`config.mk`:
```
export PLATFORM = sky130hd
export DESIGN_NAME = lsu_master_flat
export DESIGN_NICKNAME = d
export VERILOG_FILES = /design/src/rtl/lsu_master_if.sv /design/src/rtl/lsu_master.sv /design/src/flat_wrapper.sv
export SDC_FILE = /design/constraint.sdc
export NUM_CORES = 1
export LEC_CHECK = 0
export ABC_CLOCK_PERIOD_IN_PS = 2400
export CAP_MARGIN = 20
export CORE_MARGIN = 2
export CORE_UTILIZATION = 39
export DETAILED_ROUTE_END_ITERATION = 7
export GPL_ROUTABILITY_DRIVEN = 0
export GPL_TIMING_DRIVEN = 1
export PLACE_DENSITY = 0.73
export SYNTH_ARGS = -nofsm -noshare
export SYNTH_HDL_FRONTEND = slang
export SYNTH_SLANG_ARGS = --single-unit
```
`constraint.sdc`:
```
create_clock -name clk -period 2.4 [get_ports clk]
set_clock_uncertainty 0.05 [all_clocks]
set_input_delay 0.36 -clock clk [delete_from_list [all_inputs] [get_ports clk]]
set_output_delay 0.36 -clock clk [all_outputs]
set_load 0.02 [all_outputs]
```
`src/rtl/lsu_master_if.sv`:
```
// Core-side request/response and memory-side req/gnt/rvalid signals of the load/store unit.
// The master modport is the LSU's view; the slave modport is the core and memory environment's view.
interface lsu_master_if #(
  parameter int ADDR_WIDTH = 32,
  parameter int DATA_WIDTH = 32
);
  logic                  req_valid;
  logic                  req_ready;
  logic                  req_we;
  logic [2:0]            req_funct3;
  logic [ADDR_WIDTH-1:0] req_addr;
  logic [DATA_WIDTH-1:0] req_wdata;
  logic                  rsp_valid;
  logic [DATA_WIDTH-1:0] rsp_rdata;
  logic                  rsp_err;
  logic                  mem_req;
  logic                  mem_we;
  logic [ADDR_WIDTH-1:0] mem_addr;
  logic [3:0]            mem_be;
  logic [DATA_WIDTH-1:0] mem_wdata;
  logic                  mem_gnt;
  logic                  mem_rvalid;
  logic [DATA_WIDTH-1:0] mem_rdata;

  modport master (
    input  req_valid, req_we, req_funct3, req_addr, req_wdata,
    input  mem_gnt, mem_rvalid, mem_rdata,
    output req_ready, rsp_valid, rsp_rdata, rsp_err,
    output mem_req, mem_we, mem_addr, mem_be, mem_wdata
  );

  modport slave (
    output req_valid, req_we, req_funct3, req_addr, req_wdata,
    output mem_gnt, mem_rvalid, mem_rdata,
    input  req_ready, rsp_valid, rsp_rdata, rsp_err,
    input  mem_req, mem_we, mem_addr, mem_be, mem_wdata
  );
endinterface

```
`src/rtl/lsu_master.sv`:
```
// Load/store initiator: one byte/half/word access per request, issued as a single word-aligned
// byte-enabled memory transaction, with alignment/legality checks and a REQ+WAIT timeout.
module lsu_master #(
  parameter int ADDR_WIDTH = 32,
  parameter int DATA_WIDTH = 32,
  parameter int TIMEOUT    = 15
) (
  input logic          clk,
  input logic          rst_n,
  lsu_master_if.master bus
);
  typedef enum logic [1:0] {IDLE, REQ, WAIT, RESP} state_e;

  localparam logic [7:0] LastCnt = 8'(TIMEOUT - 1);

  state_e                state_q, state_d;
  logic                  we_q, we_d;
  logic [2:0]            f3_q, f3_d;
  logic [ADDR_WIDTH-1:0] addr_q, addr_d;
  logic [3:0]            be_q, be_d;
  logic [DATA_WIDTH-1:0] wdata_q, wdata_d;
  logic [DATA_WIDTH-1:0] rdata_q, rdata_d;
  logic                  err_q, err_d;
  logic [7:0]            cnt_q, cnt_d;

  logic                  illegal, misaligned;
  logic [3:0]            st_be;
  logic [31:0]           st_wdata;
  logic [7:0]            ld_byte;
  logic [15:0]           ld_half;
  logic [31:0]           ld_data;

  // Unsigned byte/half encodings are loads only; a store with those codes is illegal.
  always_comb begin
    illegal    = 1'b0;
    misaligned = 1'b0;
    case (bus.req_funct3)
      3'b000:  ;
      3'b001:  misaligned = bus.req_addr[0];
      3'b010:  misaligned = |bus.req_addr[1:0];
      3'b100:  illegal = bus.req_we;
      3'b101: begin
        illegal    = bus.req_we;
        misaligned = bus.req_addr[0];
      end
      default: illegal = 1'b1;
    endcase
  end

  always_comb begin
    case (bus.req_funct3[1:0])
      2'b00: begin
        st_be    = 4'b0001 << bus.req_addr[1:0];
        st_wdata = {4{bus.req_wdata[7:0]}};
      end
      2'b01: begin
        st_be    = bus.req_addr[1] ? 4'b1100 : 4'b0011;
        st_wdata = {2{bus.req_wdata[15:0]}};
      end
      default: begin
        st_be    = 4'b1111;
        st_wdata = bus.req_wdata;
      end
    endcase
  end

  always_comb begin
    ld_byte = bus.mem_rdata[{addr_q[1:0], 3'b000} +: 8];
    ld_half = addr_q[1] ? bus.mem_rdata[31:16] : bus.mem_rdata[15:0];
    case (f3_q)
      3'b000:  ld_data = {{24{ld_byte[7]}}, ld_byte};
      3'b001:  ld_data = {{16{ld_half[15]}}, ld_half};
      3'b100:  ld_data = {24'h0, ld_byte};
      3'b101:  ld_data = {16'h0, ld_half};
      default: ld_data = bus.mem_rdata;
    endcase
  end

  always_comb begin
    state_d = state_q;
    we_d    = we_q;
    f3_d    = f3_q;
    addr_d  = addr_q;
    be_d    = be_q;
    wdata_d = wdata_q;
    rdata_d = rdata_q;
    err_d   = err_q;
    cnt_d   = cnt_q;
    case (state_q)
      IDLE: begin
        if (bus.req_valid) begin
          we_d    = bus.req_we;
          f3_d    = bus.req_funct3;
          addr_d  = bus.req_addr;
          be_d    = bus.req_we ? st_be : 4'b1111;
          wdata_d = bus.req_we ? st_wdata : '0;
          rdata_d = '0;
          cnt_d   = '0;
          err_d   = illegal | misaligned;
          state_d = (illegal | misaligned) ? RESP : REQ;
        end
      end
      REQ: begin
        cnt_d = cnt_q + 8'd1;
        if (cnt_q == LastCnt) begin
          err_d   = 1'b1;
          rdata_d = '0;
          state_d = RESP;
        end else if (bus.mem_gnt) begin
          state_d = WAIT;
        end
      end
      WAIT: begin
        cnt_d = cnt_q + 8'd1;
        // A completion in the final counted cycle still beats the timeout.
        if (bus.mem_rvalid) begin
          rdata_d = we_q ? '0 : ld_data;
          state_d = RESP;
        end else if (cnt_q == LastCnt) begin
          err_d   = 1'b1;
          rdata_d = '0;
          state_d = RESP;
        end
      end
      RESP:    state_d = IDLE;
      default: state_d = IDLE;
    endcase
  end

  always_ff @(posedge clk or negedge rst_n) begin
    if (!rst_n) begin
      state_q <= IDLE;
      we_q    <= 1'b0;
      f3_q    <= '0;
      addr_q  <= '0;
      be_q    <= '0;
      wdata_q <= '0;
      rdata_q <= '0;
      err_q   <= 1'b0;
      cnt_q   <= '0;
    end else begin
      state_q <= state_d;
      we_q    <= we_d;
      f3_q    <= f3_d;
      addr_q  <= addr_d;
      be_q    <= be_d;
      wdata_q <= wdata_d;
      rdata_q <= rdata_d;
      err_q   <= err_d;
      cnt_q   <= cnt_d;
    end
  end

  // Outputs decode straight from the state register so reset drops mem_req without waiting for a clock.
  assign bus.req_ready = (state_q == IDLE);
  assign bus.mem_req   = (state_q == REQ);
  assign bus.mem_we    = (state_q == REQ) & we_q;
  assign bus.mem_addr  = (state_q == REQ) ? {addr_q[ADDR_WIDTH-1:2], 2'b00} : '0;
  assign bus.mem_be    = (state_q == REQ) ? be_q : '0;
  assign bus.mem_wdata = (state_q == REQ) ? wdata_q : '0;
  assign bus.rsp_valid = (state_q == RESP);
  assign bus.rsp_rdata = (state_q == RESP) ? rdata_q : '0;
  assign bus.rsp_err   = (state_q == RESP) & err_q;
endmodule

```
`src/flat_wrapper.sv`:
```
// flat-port wrapper written by rule: the top's interface ports become plain ports
module lsu_master_flat 
#(
  parameter int ADDR_WIDTH = 32,
  parameter int DATA_WIDTH = 32,
  parameter int TIMEOUT    = 15
)
  (clk, rst_n, bus_req_valid, bus_req_we, bus_req_funct3, bus_req_addr, bus_req_wdata, bus_mem_gnt, bus_mem_rvalid, bus_mem_rdata, bus_req_ready, bus_rsp_valid, bus_rsp_rdata, bus_rsp_err, bus_mem_req, bus_mem_we, bus_mem_addr, bus_mem_be, bus_mem_wdata);
  lsu_master_if #(.ADDR_WIDTH(ADDR_WIDTH), .DATA_WIDTH(DATA_WIDTH)) bus_i ();
  input logic clk;
  input logic rst_n;
  input wire logic [$bits(bus_i.req_valid)-1:0] bus_req_valid;
  input wire logic [$bits(bus_i.req_we)-1:0] bus_req_we;
  input wire logic [$bits(bus_i.req_funct3)-1:0] bus_req_funct3;
  input wire logic [$bits(bus_i.req_addr)-1:0] bus_req_addr;
  input wire logic [$bits(bus_i.req_wdata)-1:0] bus_req_wdata;
  input wire logic [$bits(bus_i.mem_gnt)-1:0] bus_mem_gnt;
  input wire logic [$bits(bus_i.mem_rvalid)-1:0] bus_mem_rvalid;
  input wire logic [$bits(bus_i.mem_rdata)-1:0] bus_mem_rdata;
  output wire logic [$bits(bus_i.req_ready)-1:0] bus_req_ready;
  output wire logic [$bits(bus_i.rsp_valid)-1:0] bus_rsp_valid;
  output wire logic [$bits(bus_i.rsp_rdata)-1:0] bus_rsp_rdata;
  output wire logic [$bits(bus_i.rsp_err)-1:0] bus_rsp_err;
  output wire logic [$bits(bus_i.mem_req)-1:0] bus_mem_req;
  output wire logic [$bits(bus_i.mem_we)-1:0] bus_mem_we;
  output wire logic [$bits(bus_i.mem_addr)-1:0] bus_mem_addr;
  output wire logic [$bits(bus_i.mem_be)-1:0] bus_mem_be;
  output wire logic [$bits(bus_i.mem_wdata)-1:0] bus_mem_wdata;
  assign bus_i.req_valid = bus_req_valid;
  assign bus_i.req_we = bus_req_we;
  assign bus_i.req_funct3 = bus_req_funct3;
  assign bus_i.req_addr = bus_req_addr;
  assign bus_i.req_wdata = bus_req_wdata;
  assign bus_i.mem_gnt = bus_mem_gnt;
  assign bus_i.mem_rvalid = bus_mem_rvalid;
  assign bus_i.mem_rdata = bus_mem_rdata;
  assign bus_req_ready = bus_i.req_ready;
  assign bus_rsp_valid = bus_i.rsp_valid;
  assign bus_rsp_rdata = bus_i.rsp_rdata;
  assign bus_rsp_err = bus_i.rsp_err;
  assign bus_mem_req = bus_i.mem_req;
  assign bus_mem_we = bus_i.mem_we;
  assign bus_mem_addr = bus_i.mem_addr;
  assign bus_mem_be = bus_i.mem_be;
  assign bus_mem_wdata = bus_i.mem_wdata;
  lsu_master #(.ADDR_WIDTH(ADDR_WIDTH), .DATA_WIDTH(DATA_WIDTH), .TIMEOUT(TIMEOUT)) u_core (.clk(clk), .rst_n(rst_n), .bus(bus_i));
endmodule
```
==> impl_metrics.tcl, run 1 <==
set metrics [dict create \
    antenna_violations_before_repair 0 \
    clock_latency_ps 410 \
    syn-instance-count 685 \
    die_width_microns 129 \
    global_route_wire_length_before_repair_microns 28900 \
    post-cts-setup-buffer-count 0 \
    timing_worst_slew_pin_value_ps 1070 \
    vdd_ir_drop_max_uv 571 \
    dominantRegCellSynth "dfrtp_1" \
    drt_pre_antenna_iters 5 \
    hold_path_class "in -> async" \
    timing.final.setup_violations 0 \
    cts_max_path_buffers 2 \
    maxCapViolCount 0 \
    cts_tree "yes" \
    timing_worst_setup_path_type "reg -> out" \
    setup_tns_ps 0 \
    num_vias 5644 \
    final_number_of_max_transition_violations 0 \
    fin_nets 1006 \
    switching_share_pct 38.9 \
    setup.worst_path.end_class "primary output" \
    power.internal_mw 5.84 \
    remaining_drc_errors 0 \
    first_global_vias 5510 \
    nFillCells 1390 \
    grt_setup_unrepaired "false" \
    dp.cells 1086 \
    detailed_placer_s_ending_hpwl_microns 12900 \
    critical_path.startpoint_type "flop" \
    vias_per_cell 5.04 \
    syn2layout_area_growth_pct 47.4 \
    period_needed_ps 2290 \
    ff_latch_count_synth 115 \
    crit_path_max_fanout 47 \
    crit_family "buffers and inverters" \
    async_flop_share_pct 100 \
    drt_iter0_drc 362 \
    ys_top_cells_by_area "dfrtp_1, and2_1, nand2_1" \
    detail_route_antenna_nets 0 \
    crit_path_top_delay_cell "dfrtp_1" \
    p_comb_share_pct 40.8 \
    final_cells 1119 \
    cellLeakagePower_nw 4.47 \
    area_taken_by_multi_input_logic_gates_sq_mm 0.00299 \
    worst-endpoint-arrival_ps 1880 \
    fmaxAchievable_ghz 0.436 \
    routedWlPerCell_microns 16.2 \
    port-buffer-count 207 \
    fin_util_pct 58.8 \
    drive_gt1_share_pct 7.49 \
    cts_htree_levels 4 \
    clock_sink_count 115 \
    power.net_switching_mw 3.71 \
    track_usage_pct 22.4 \
    grt_use_met1_pct 29.1 \
    crit_cells 5 \
    placed_area_sq_mm 0.00850 \
    worst_setup_hold_path_clk_slew_ps 50 \
    syn-mean-instance-area_sq_um 8.89 \
    antennaDiodeCount 0 \
    grt_most_used_layer "met2" \
    layout_worst_path_cycle_share_pct 95.5 \
    initial_utilization_pct 39.9 \
    numCtsBuffers 17 \
    floorplan.io_pins 210 \
    core-area_sq_mm 0.0153 \
    synth.yosys.warnings 0 \
    worstPathCellList "inv_1 -> ha_2 -> buf_12 -> and2_1 -> clkdlybuf4s15_1" \
    synth_edf_count 0 \
    timing.slew.headroom_pct 28.4 \
    design.die.area_sq_mm 0.0166 \
    grt_use_met3_pct 7.19 \
    cellPowerDensity_mw_per_mm2 1060 \
    ys_seq_area_share_pct 47.2 \
    syn-cell-area_sq_mm 0.00609 \
    max_stage_delay_ps 410 \
    cp_num_buf_inv 3 \
    grt_start_max_net_pins 49 \
    grt-ovfl-total 0 \
    status "complete, no violations" \
    num_rows 45 \
    die_height_microns 129 \
    seq_power_share_pct 32.6 \
    register_area_sq_mm 0.00288 \
    clock_network_fraction_of_design_power_pct 26.6 \
    routed_wirelength_microns 18100 \
    totalPowerFinal_mw 9.56 \
    netlist.top_cell.by_area "dfrtp_1" \
    worst-endpoint-required_ps 1990 \
    global_route.usage.met2_pct 35.1 \
    synth.distinct_cells 47 \
    hold_viol_final 0 \
    synthDominantCellAreaShare_pct 47.2 \
    clk_root_buffer_cell "clkbuf_16" \
    final_cell_area_sq_mm 0.00898 \
    reg2regPathDepth 7 \
]
==> timing repair <==
item,CTS,global route
setup endpoints to repair,101,3
hold buffers,1,0
hold endpoints to repair,29,0
resized for setup,102,3
==> metal layers <==
| layer | share of wire (%) | up-vias |
|---|---|---|
| met4 | 2.0 | 0 |
| met1 | 43 | 2647 |
| li1 | - | 2726 |
| met3 | 9.3 | 30 |
| met2 | 45 | 241 |
| met5 | 0 | - |
==> placed cells by master (no fill, tap or decap), drive strengths merged, types with 25 or more instances in the layout <==
cell,Yosys,routed
dlygate4sd2,0,99
o2bb2ai,31,31
o21ai,49,49
dfrtp,115,115
and2,101,101
a21oi,33,33
buf,14,30
nand2,162,162
nor2,25,25
mux2i,34,34
clkdlybuf4s50,0,104
==> flip-flops by register name, indices dropped and copies added (netlist names) <==
name	cells
u_core.wdata_q	32
u_core.err_q	1
u_core.rdata_q	32
u_core.we_q	1
u_core.state_q	2
u_core.cnt_q	8
u_core.be_q	4
u_core.addr_q	32
u_core.f3_q	3
==> synth_stat cells (2+ instances only) <==
cell type and instances:
buf_6 2, clkbuf_1 33, o2bb2ai_1 31, a31oi_1 3, nor2b_1 9, or3_1 3, nand2_1 162, dfrtp_1 115
o211ai_1 7, o21ai_1 2, o22ai_1 2, o41ai_1 3, nor3_1 2, and2b_1 4, a21oi_1 33, buf_1 6
buf_4 3, buf_2 3, nor2_1 24, inv_1 8, nand3_1 11, and2_1 101, xnor2_1 2, nor3b_1 2
nor4_1 3, o21ai_0 46, o21a_1 2, nand2b_1 6, ha_1 6, mux2i_1 34
==> cell families (layout without fill, tap and decap cells) <==
group | after synthesis | after routing | share of synthesized area [%]
AOI/OAI and AO/OA | 137 | 137 | 14.4
xor gates and xnor gates | 2 | 2 | 0.288
adders and majority gates | 6 | 6 | 1.23
buffers and inverters | 55 | 277 | 3.88
DFF | 115 | 115 | 47.2
muxes | 36 | 36 | 6.14
other | 1 | 2 | 0.0616
and+or+nand+nor | 333 | 333 | 26.7
==> layout make-up <==
class                      count  share of cell area (%)
clock inverter                10                    1.48
clock buffer                  22                    5.06
sequential                   115                    32.1
inverter                       8                   0.334
tap                          211                    2.94
timing repair buffer         237                    24.8
multi-input combinational    516                    33.3
==> path summary, 6_finish.rpt <==
path / start / end / slack (ps)
max in group asynchronous: rst_n / u_core.rdata_q[13] / 1200
min in group clk: u_core.addr_q[27] / u_core.addr_q[27] / 420
worst max-delay path: u_core.state_q[1] / bus_mem_be[3] / 110
worst max register to register: u_core.state_q[1] / u_core.rdata_q[6] / 300
worst min-delay path: rst_n / u_core.rdata_q[0] / 380
worst min register to register: u_core.addr_q[27] / u_core.addr_q[27] / 420
==> through the flow <==
step | hold slack, ps | worst slack [ps]
floorplan | 14.4 | 374
global placement | 283 | 257
detailed placement | 278 | 202
CTS | 385 | 71.1
global route | 407 | 1.53
finish | 381 | 107
==> power by group through the flow <==
stage | clock (mW) | sequential (mW) | combinational [mW]
after floorplan | 0 | 2.92 | 2.61
after global placement | 0 | 3.12 | 4.08
after detailed placement | 0 | 3.12 | 4.14
after CTS | 2.58 | 3.11 | 3.93
after global routing | 2.68 | 3.20 | 4.35
final | 2.54 | 3.11 | 3.90
Power figures use the tool's default switching activity.
==> inputs of run 2 (changes only) <==
==> constraint.sdc (replaced) <==
create_clock -name clk -period 2.4 [get_ports clk]
set_clock_uncertainty 0.05 [all_clocks]
set_input_delay 0.24 -clock clk [delete_from_list [all_inputs] [get_ports clk]]
set_output_delay 0.24 -clock clk [all_outputs]
set_load 0.02 [all_outputs]
==> run 2 against run 1 <==
Clock-buffer cell count unchanged. First-iteration DRC count up 22%. Largest cell class unchanged. Via count down 0.19%. Critical path type unchanged. Core utilization up 0.40 points. Non-clock buffer count down 5.
==> impl_metrics.tcl, run 2 (synthesis results as in run 1) <==
set metrics [dict create \
    numCtsBuffers 17 \
    cellLeakagePower_nw 4.79 \
    cts_tree "yes" \
    final_number_of_max_transition_violations 0 \
    remaining_drc_errors 0 \
    hold_viol_final 0 \
    worst-endpoint-required_ps 2110 \
    track_usage_pct 22.2 \
    fmaxAchievable_ghz 0.434 \
    clock_latency_ps 410 \
    worstPathCellList "ha_1 -> buf_12 -> and2_1 -> clkdlybuf4s50_1" \
    core-area_sq_mm 0.0153 \
    routedWlPerCell_microns 16.2 \
    die_height_microns 129 \
    worst_setup_hold_path_clk_slew_ps 50 \
    timing_worst_setup_path_type "reg -> out" \
    antennaDiodeCount 0 \
    floorplan.io_pins 210 \
    crit_path_max_fanout 42 \
    vias_per_cell 5.06 \
    dp.cells 1081 \
    grt_setup_unrepaired "false" \
    detailed_placer_s_ending_hpwl_microns 12700 \
    drt_pre_antenna_iters 7 \
    crit_cells 4 \
    timing.slew.headroom_pct 32.7 \
    max_stage_delay_ps 600 \
    switching_share_pct 38.7 \
    clock_network_fraction_of_design_power_pct 26.2 \
    crit_path_top_delay_cell "clkdlybuf4s50_1" \
    cp_num_buf_inv 2 \
    clk_root_buffer_cell "clkbuf_16" \
    num_rows 45 \
    status "complete, no violations" \
    grt_start_max_net_pins 53 \
    clock_sink_count 115 \
    initial_utilization_pct 39.9 \
    fin_nets 1001 \
    worst-endpoint-arrival_ps 2020 \
    grt-ovfl-total 0 \
    first_global_vias 5451 \
    reg2regPathDepth 8 \
    design.die.area_sq_mm 0.0166 \
    r2r_start "u_core.state_q[0]" \
    cts_htree_levels 4 \
    power.net_switching_mw 3.69 \
    mostFrequentLayoutCell "nand2_1" \
    most-common-layout-cells "nand2_1, dfrtp_1, clkdlybuf4s50_1" \
    p_comb_share_pct 41.4 \
    drive_gt1_share_pct 7.31 \
    crit_family "buffers and inverters" \
    cts_max_path_buffers 2 \
    reg2reg_end "u_core.rdata_q[5]" \
    r2r_setup_slack_ps 290 \
    power.internal_mw 5.85 \
    timing_worst_slew_pin_value_ps 1010 \
    vdd_ir_drop_max_uv 547 \
    antenna_violations_before_repair 0 \
    critical_path.startpoint_type "flop" \
    die_width_microns 129 \
    num_vias 5633 \
    maxCapViolCount 0 \
    period_needed_ps 2310 \
    global_route_wire_length_before_repair_microns 28800 \
    cellPowerDensity_mw_per_mm2 1060 \
    port-buffer-count 207 \
    hold_path_class "in -> async" \
    post-cts-setup-buffer-count 0 \
    timing.final.setup_violations 0 \
    syn2layout_area_growth_pct 48.4 \
    final_cells 1114 \
    seq_power_share_pct 32.4 \
    drt_iter0_drc 443 \
    setup_tns_ps 0 \
    detail_route_antenna_nets 0 \
    routed_wirelength_microns 18000 \
    setup.worst_path.end_class "primary output" \
    layout_worst_path_cycle_share_pct 96.1 \
    reg_top3 "u_core.addr_q x32, u_core.rdata_q x32, u_core.wdata_q x32" \
]
## run 2: changes by cell type in the layout (fill, tap and decap cells not counted), sizes merged
cell / before / now
buf: 30 / 25
clkdlybuf4s15: 2 / 1
clkinv: 4 / 6
dlygate4sd2: 99 / 66
clkinvlp: 3 / 2
bufinv: 3 / 2
clkdlybuf4s50: 104 / 111
dlymetal6s2s: 1 / 28
## run 2: cell type report
class | count | area [sq um]
fill | 1334 | 6220
inverter | 8 | 30.0
clock inverter | 10 | 105
timing repair buffer | 232 | 2290
multi-input combinational | 516 | 2990
sequential | 115 | 2880
tap | 211 | 264
clock buffer | 22 | 484
## run 2: power groups by stage
stage                     clock (mW)  sequential (mW)  combinational [mW]
after floorplan                    0             2.92                2.61
after global placement             0             3.09                4.10
after detailed placement           0             3.10                4.15
after CTS                       2.56             3.08                3.99
after global routing            2.66             3.19                4.39
final                           2.50             3.09                3.95
## run 2: repair_timing
item                       in CTS  in global routing
resized for setup              68                 29
setup endpoints to repair      67                 29
hold buffers                    1                  0
hold endpoints to repair       24                  0
## run 2: routing by layer
layer,part of all wire [%],up-vias,global-route usage [%]
li1,-,2713,-
met1,44,2658,30.5
met2,46,240,33.5
met3,8.4,22,6.57
met4,1.7,0,8.06
met5,0,-,0
## run 2: worst max path at each step
stage	startpoint	to	slack (ps)
after floorplan	u_core.state_q[0]	u_core.rdata_q[10]	370
after global placement	bus_mem_rdata[15]	u_core.rdata_q[30]	190
after detailed placement	bus_mem_rdata[23]	u_core.rdata_q[25]	150
after CTS	u_core.state_q[0]	bus_rsp_rdata[16]	40
after global routing	u_core.state_q[0]	bus_rsp_rdata[28]	1
final	u_core.state_q[0]	bus_rsp_rdata[27]	90
## run 2: worst reg2reg max path, cell delays in order, from the launching register on
cell and delay, ps:
dfrtp_1 410, inv_1 100, ha_1 240, nor2b_1 140, buf_4 170, nor4_4 260
buf_4 260, o211ai_1 200, o2bb2ai_1 200
## run 2: through the flow
step	util, %	setup WS, ps	cell area (sq um)	hold WS [ps]	power (mW)
floorplan	-	374	6090	-106	5.53
detailed placement	55.4	150	8450	147	7.25
finish	59.2	93.2	9040	257	9.54
global route	59.2	1.41	9040	291	10.2
global placement	55.4	192	8450	147	7.20
CTS	58.8	41.0	8970	258	9.63
==> inputs of run 3 (changes only) <==
Settings changed: ABC_CLOCK_PERIOD_IN_PS 2400 to not set.
==> results of run 3 <==
No change in the layout: final DEF, timing and power equal those of run 2.
